### config.mk
export PLATFORM = sky130hd
export DESIGN_NAME = dft_bist_harness
export DESIGN_NICKNAME = d
export VERILOG_FILES = /design/src/rtl/dft_bist_harness.sv
export SDC_FILE = /design/constraint.sdc
export NUM_CORES = 1
export LEC_CHECK = 0
export CORE_MARGIN = 5
export CORE_UTILIZATION = 24
export CTS_BUF_LIST = sky130_fd_sc_hd__clkbuf_8 sky130_fd_sc_hd__clkbuf_16
export CTS_CLUSTER_SIZE = 25
export DETAILED_ROUTE_END_ITERATION = 12
export DONT_BUFFER_PORTS = 1
export RECOVER_POWER = 100
export SLEW_MARGIN = 0
export SYNTH_ARGS = -nofsm -noshare
export SYNTH_HDL_FRONTEND = slang
export SYNTH_SLANG_ARGS = --single-unit
### constraint.sdc
create_clock -name clk -period 1.9 [get_ports clk]
set_clock_uncertainty 0.1 [all_clocks]
set_input_delay 0.38 -clock clk [delete_from_list [all_inputs] [get_ports clk]]
set_output_delay 0.38 -clock clk [all_outputs]
set_load 0.005 [all_outputs]
### src/rtl/dft_bist_harness.sv
// BIST initiator for the streaming DFT core: LFSR frames out, MISR-compacted
// Y stream in, final signature compared against golden_sig.
module dft_bist_harness #(
    parameter int          FRAME_CYCLES = 16,
    parameter int          NUM_FRAMES   = 30,
    parameter int          TIMEOUT      = 500,
    parameter logic [63:0] SEED         = 64'h0123_4567_89AB_CDEF
) (
    input  logic        clk,
    input  logic        rst,
    input  logic        start,
    input  logic [63:0] golden_sig,
    output logic        next,
    output logic [15:0] X0,
    output logic [15:0] X1,
    output logic [15:0] X2,
    output logic [15:0] X3,
    input  logic        next_out,
    input  logic [15:0] Y0,
    input  logic [15:0] Y1,
    input  logic [15:0] Y2,
    input  logic [15:0] Y3,
    output logic        busy,
    output logic        done,
    output logic        pass,
    output logic        timeout_err,
    output logic [63:0] signature
);

    localparam int MAXC = (TIMEOUT > FRAME_CYCLES) ? TIMEOUT : FRAME_CYCLES;
    localparam int CW   = $clog2(MAXC + 1);
    localparam int FW   = $clog2(NUM_FRAMES + 1);

    typedef enum logic [2:0] {
        S_IDLE,
        S_SEND,
        S_WAIT,
        S_CAP,
        S_DONE
    } state_t;

    state_t        state_q, state_d;
    logic [CW-1:0] cnt_q, cnt_d;
    logic [FW-1:0] frame_q, frame_d;
    logic [63:0]   lfsr_q, lfsr_d;
    logic [63:0]   misr_q, misr_d;
    logic [63:0]   x_q, x_d;
    logic          next_q, next_d;
    logic          pass_q, pass_d;
    logic          tout_q, tout_d;

    function automatic logic [63:0] lfsr_step(input logic [63:0] s);
        return (s >> 1) ^ (s[0] ? 64'hD800_0000_0000_0000 : 64'h0);
    endfunction

    always_comb begin
        state_d = state_q;
        cnt_d   = cnt_q;
        frame_d = frame_q;
        lfsr_d  = lfsr_q;
        misr_d  = misr_q;
        pass_d  = pass_q;
        tout_d  = tout_q;
        next_d  = 1'b0;
        x_d     = '0;
        unique case (state_q)
            S_IDLE: begin
                if (start) begin
                    lfsr_d  = SEED;
                    misr_d  = '0;
                    pass_d  = 1'b0;
                    tout_d  = 1'b0;
                    frame_d = '0;
                    cnt_d   = '0;
                    next_d  = 1'b1;
                    state_d = S_SEND;
                end
            end
            S_SEND: begin
                // x_q lags one cycle, so data shows on SEND cycles 1..FRAME_CYCLES
                if (cnt_q == CW'(FRAME_CYCLES)) begin
                    cnt_d   = '0;
                    state_d = S_WAIT;
                end else begin
                    x_d    = lfsr_q;
                    lfsr_d = lfsr_step(lfsr_q);
                    cnt_d  = cnt_q + CW'(1);
                end
            end
            S_WAIT: begin
                if (next_out) begin
                    cnt_d   = '0;
                    state_d = S_CAP;
                end else if (cnt_q == CW'(TIMEOUT - 1)) begin
                    tout_d  = 1'b1;
                    pass_d  = 1'b0;
                    state_d = S_DONE;
                end else begin
                    cnt_d = cnt_q + CW'(1);
                end
            end
            S_CAP: begin
                misr_d = lfsr_step(misr_q) ^ {Y0, Y1, Y2, Y3};
                if (cnt_q == CW'(FRAME_CYCLES - 1)) begin
                    cnt_d   = '0;
                    frame_d = frame_q + FW'(1);
                    if (frame_d == FW'(NUM_FRAMES)) begin
                        pass_d  = (misr_d == golden_sig) && !tout_q;
                        state_d = S_DONE;
                    end else begin
                        next_d  = 1'b1;
                        state_d = S_SEND;
                    end
                end else begin
                    cnt_d = cnt_q + CW'(1);
                end
            end
            S_DONE: state_d = S_IDLE;
            default: state_d = S_IDLE;
        endcase
    end

    always_ff @(posedge clk) begin
        if (rst) begin
            state_q <= S_IDLE;
            cnt_q   <= '0;
            frame_q <= '0;
            lfsr_q  <= SEED;
            misr_q  <= '0;
            x_q     <= '0;
            next_q  <= 1'b0;
            pass_q  <= 1'b0;
            tout_q  <= 1'b0;
        end else begin
            state_q <= state_d;
            cnt_q   <= cnt_d;
            frame_q <= frame_d;
            lfsr_q  <= lfsr_d;
            misr_q  <= misr_d;
            x_q     <= x_d;
            next_q  <= next_d;
            pass_q  <= pass_d;
            tout_q  <= tout_d;
        end
    end

    assign next        = next_q;
    assign X0          = x_q[63:48];
    assign X1          = x_q[47:32];
    assign X2          = x_q[31:16];
    assign X3          = x_q[15:0];
    assign busy        = (state_q == S_SEND) || (state_q == S_WAIT) ||
                         (state_q == S_CAP);
    assign done        = (state_q == S_DONE);
    assign pass        = pass_q;
    assign timeout_err = tout_q;
    assign signature   = misr_q;

endmodule

==> impl_results.md <==
- Critical path's slowest cell: xnor3_1
- Port Buf Inserts: 0
- IO Pins: 265
- Post-synth EDFFs: 0
- VDD IR-drop max: approximately 0.64 mV
- Maximum clock path buffer count: 3
- Final hold vios: around 140
- Total of max-cap violations: 0
- Largest net degree at the start of global routing: between 100 and 150
- Hold buffer count at cts: 1
- Synth-to-layout area growth: 36.2%
- CP Launch Type: flop
- FF-to-FF path depth: 7
- Actual slew at the worst max-slew pin: 0.513 ns
- Grt ovf: 0
- CP arrival: 2.56 ns
- Worst Hold Class: input pin to flop
- Vias in the first global route: 7514
- Syn avg cell area: slightly above 9 um2
- Total die area: 41300 um2
- Met1 usage: about 16%
- Layout Utilization: between 30 and 40%
- Yosys cell types: 48
- Share of post-route cells with drive strength above 1: between 20% and 30%
- Warnings from Yosys: 0
- Cell Area, Synth: between 8000 and 9000 um2
- Most frequent CP cell: nand4_1
- Period utilization: 115%
- Clk_lat worst skew: between 0.5 and 0.6 ns
- Vias per cell: 4.73
- RSZ-0062 raised after global routing: true
- Register area share after synthesis: 47.4%
- Max H-tree Level: 1
- Leak: 4.81 nW
- Clock Sinks: between 200 and 250
- PD cells: around 900 nW/um2
- CP Max Fanout: 2
- CTS tree: done
- Die X: ~200 um
- DR iter-0 viols: roughly 280
- Hold Slack: -0.193 ns
- Critical path, cell by cell: xnor3_1, nand4_1, nor4_1, buf_4, nand4_1, or4_4, mux2i_1
- Failing checks: hold timing, setup timing
- CP endpoint kind: flop
- Clock Tree Root: clkbuf_16
- Setup violators final: 60
- Run status: finished, violations left
- M2 GR Usage: between 20% and 30%
- Wire per inst: just over 20 um
- Initial antenna violation count: 1
- Rel. slew slack: 65.5%
- DRT Pass-1 Iters: 5
- Post-Syn Nets: around 1100
- Core Region: 36700 um2
- # DRC: 0
- Global-route met3 utilization: a little over 6%
- Ys async rst share: 0%
- Core Rows: 70
- Net count, final: between 1000 and 1500
- Peak Freq: about 0.46 GHz
- Yosys reg bits: 212
- Syn Inst Count: 960
- Hpwl dp: roughly 22 mm
- Setup ws final: -0.282 ns
- Largest stage delay, worst path: roughly 0.46 ns
- Overall routing resource usage: ~15%
- Critical path class: flop to flop
- Post-DRT Antenna Nets: 0
- Reg clk slew, reported paths: 0.06 ns
- Worst EP required: ~2.3 ns
- Most used DFF post-synth: dfxtp_1
- TritonCTS Buffers: 25
- Fin. max-slew vios: 0
- Via Count: approximately 7500
- Routed WL: 32.8 mm
- First-pass GRT wire length: 46.5 mm
- Die height: a little over 200 um
- Hold depth: 1
- Post-route minimum period: about 2.2 ns
- GR peak layer: met2
- Starting Density: around 24%
- GP Congestion: 0.922
==> path summary, 6_finish.rpt <==
check	startpoint	to	slack, ns
hold reg to reg	lfsr_q[35]	lfsr_q[35]	0.37
hold / removal	rst	lfsr_q[20]	-0.19
setup reg to reg	signature[30]	pass	-0.28
setup / recovery	signature[30]	pass	-0.28
==> area by class of cell <==
| class | instances | area [um2] |
|---|---|---|
| Clock buffer | 30 | 694 |
| Inverter | 9 | 36.3 |
| Fill cell | 3771 | 24500 |
| Antenna cell | 1 | 2.50 |
| Clock inverter | 15 | 156 |
| Tap cell | 468 | 586 |
| Sequential cell | 212 | 4270 |
| Timing Repair Buffer | 162 | 1330 |
| Multi-Input combinational cell | 680 | 5130 |
==> flip-flops by register name (all words and copies together) (netlist names) <==
name	count
signature	64
next	1
state_q	3
timeout_err	1
x_q	64
cnt_q	9
lfsr_q	64
pass	1
frame_q	5
==> critical path: cells and delay by family (launching register included) <==
family,cells,cell delay (ns)
xor gates and xnor gates,1,0.46
buffers and inverters,1,0.15
DFF,1,0.31
muxes,1,0.15
and+or+nand+nor,4,0.94
==> layer usage <==
layer	up-vias	share of wire [%]
li1	3545	-
met1	3529	37
met2	318	49
met3	74	9.8
met4	0	4.8
met5	-	0
==> report_power, final <==
| part | switching (mW) | total [mW] | internal [mW] |
|---|---|---|---|
| Sequential | 0.115 | 4.70 | 4.59 |
| Clock | 2.02 | 4.91 | 2.89 |
| Combinational | 0.722 | 1.40 | 0.679 |
==> per-stage QoR <==
step	setup slack (ns)	total power, mW	std cells	setup TNS (ns)	cell area, um2
4_1_cts	-0.285	10.9	1562	-0.348	11700
3_5_place_dp	-0.598	5.78	1505	-20.45	10500
6_report	-0.282	11.0	1577	-2.77	12200
3_3_place_gp	-0.570	5.77	1505	-15.23	10500
2_1_floorplan	-0.0413	5.40	960	-0.115	9010
5_1_grt	-0.379	11.5	1577	-19.58	12200
==> layout by cell type (no fill, tap or decap), types with 12 or more instances in the layout <==
cell type / netlist / layout
nor2_2: 0 / 16
a21oi_2: 2 / 18
nor2_4: 0 / 12
nand2_1: 46 / 40
and2_1: 66 / 48
and2_4: 0 / 17
nor3_1: 39 / 30
nand3_1: 34 / 16
o21bai_1: 32 / 32
a21oi_1: 64 / 47
dfxtp_1: 212 / 198
buf_6: 1 / 12
clkbuf_1: 51 / 61
a22oi_1: 44 / 44
xnor3_1: 21 / 19
nor2_1: 152 / 127
xnor2_1: 28 / 24
buf_4: 2 / 66
nand3_2: 0 / 18
clkbuf_16: 0 / 31
xor2_1: 67 / 62
==> cell families after synthesis <==
group	synth area share, %
compound gates	13.0
xor+xnor	15.1
fa+ha+maj	0.559
buf+inv	3.31
flops	47.4
mux	0.475
simple gates	20.2
==> Yosys cell counts (2+ instances only) <==
library cell / count / share of area [%]
a211oi_1: 3 / 0.25
a21oi_1: 64 / 3.6
a21oi_2: 2 / 0.20
a221oi_1: 2 / 0.20
a22o_1: 2 / 0.20
a22oi_1: 44 / 3.7
a41oi_1: 2 / 0.20
and2_1: 66 / 4.6
and3_1: 2 / 0.14
buf_2: 9 / 0.50
buf_4: 2 / 0.17
clkbuf_1: 51 / 2.1
dfxtp_1: 212 / 47
ha_1: 4 / 0.56
inv_1: 9 / 0.38
mux2_2: 2 / 0.25
mux2i_1: 2 / 0.22
nand2_1: 46 / 1.9
nand3_1: 34 / 1.9
nand3b_1: 2 / 0.17
nand4_1: 11 / 0.77
nor2_1: 152 / 6.4
nor2b_1: 3 / 0.21
nor3_1: 39 / 2.2
nor3b_1: 2 / 0.17
nor4_1: 11 / 0.77
o21ai_0: 3 / 0.17
o21bai_1: 32 / 2.7
o22ai_1: 8 / 0.56
o2bb2ai_1: 5 / 0.49
or3b_1: 2 / 0.20
or4_1: 2 / 0.17
xnor2_1: 28 / 2.7
xnor3_1: 21 / 5.3
xor2_1: 67 / 6.5
xor3_1: 2 / 0.53
==> timing repair <==
| action | 4_1_cts | 5_1_grt |
|---|---|---|
| buffers inserted | 5 | 7 |
| pin swaps | 17 | 92 |
| cloned | 6 | 9 |
| resized for setup | 45 | 136 |
| hold endpoints to repair | 139 | 138 |
| endpoints found under the setup margin | 143 | 139 |
(Power assumes the default switching activity.)
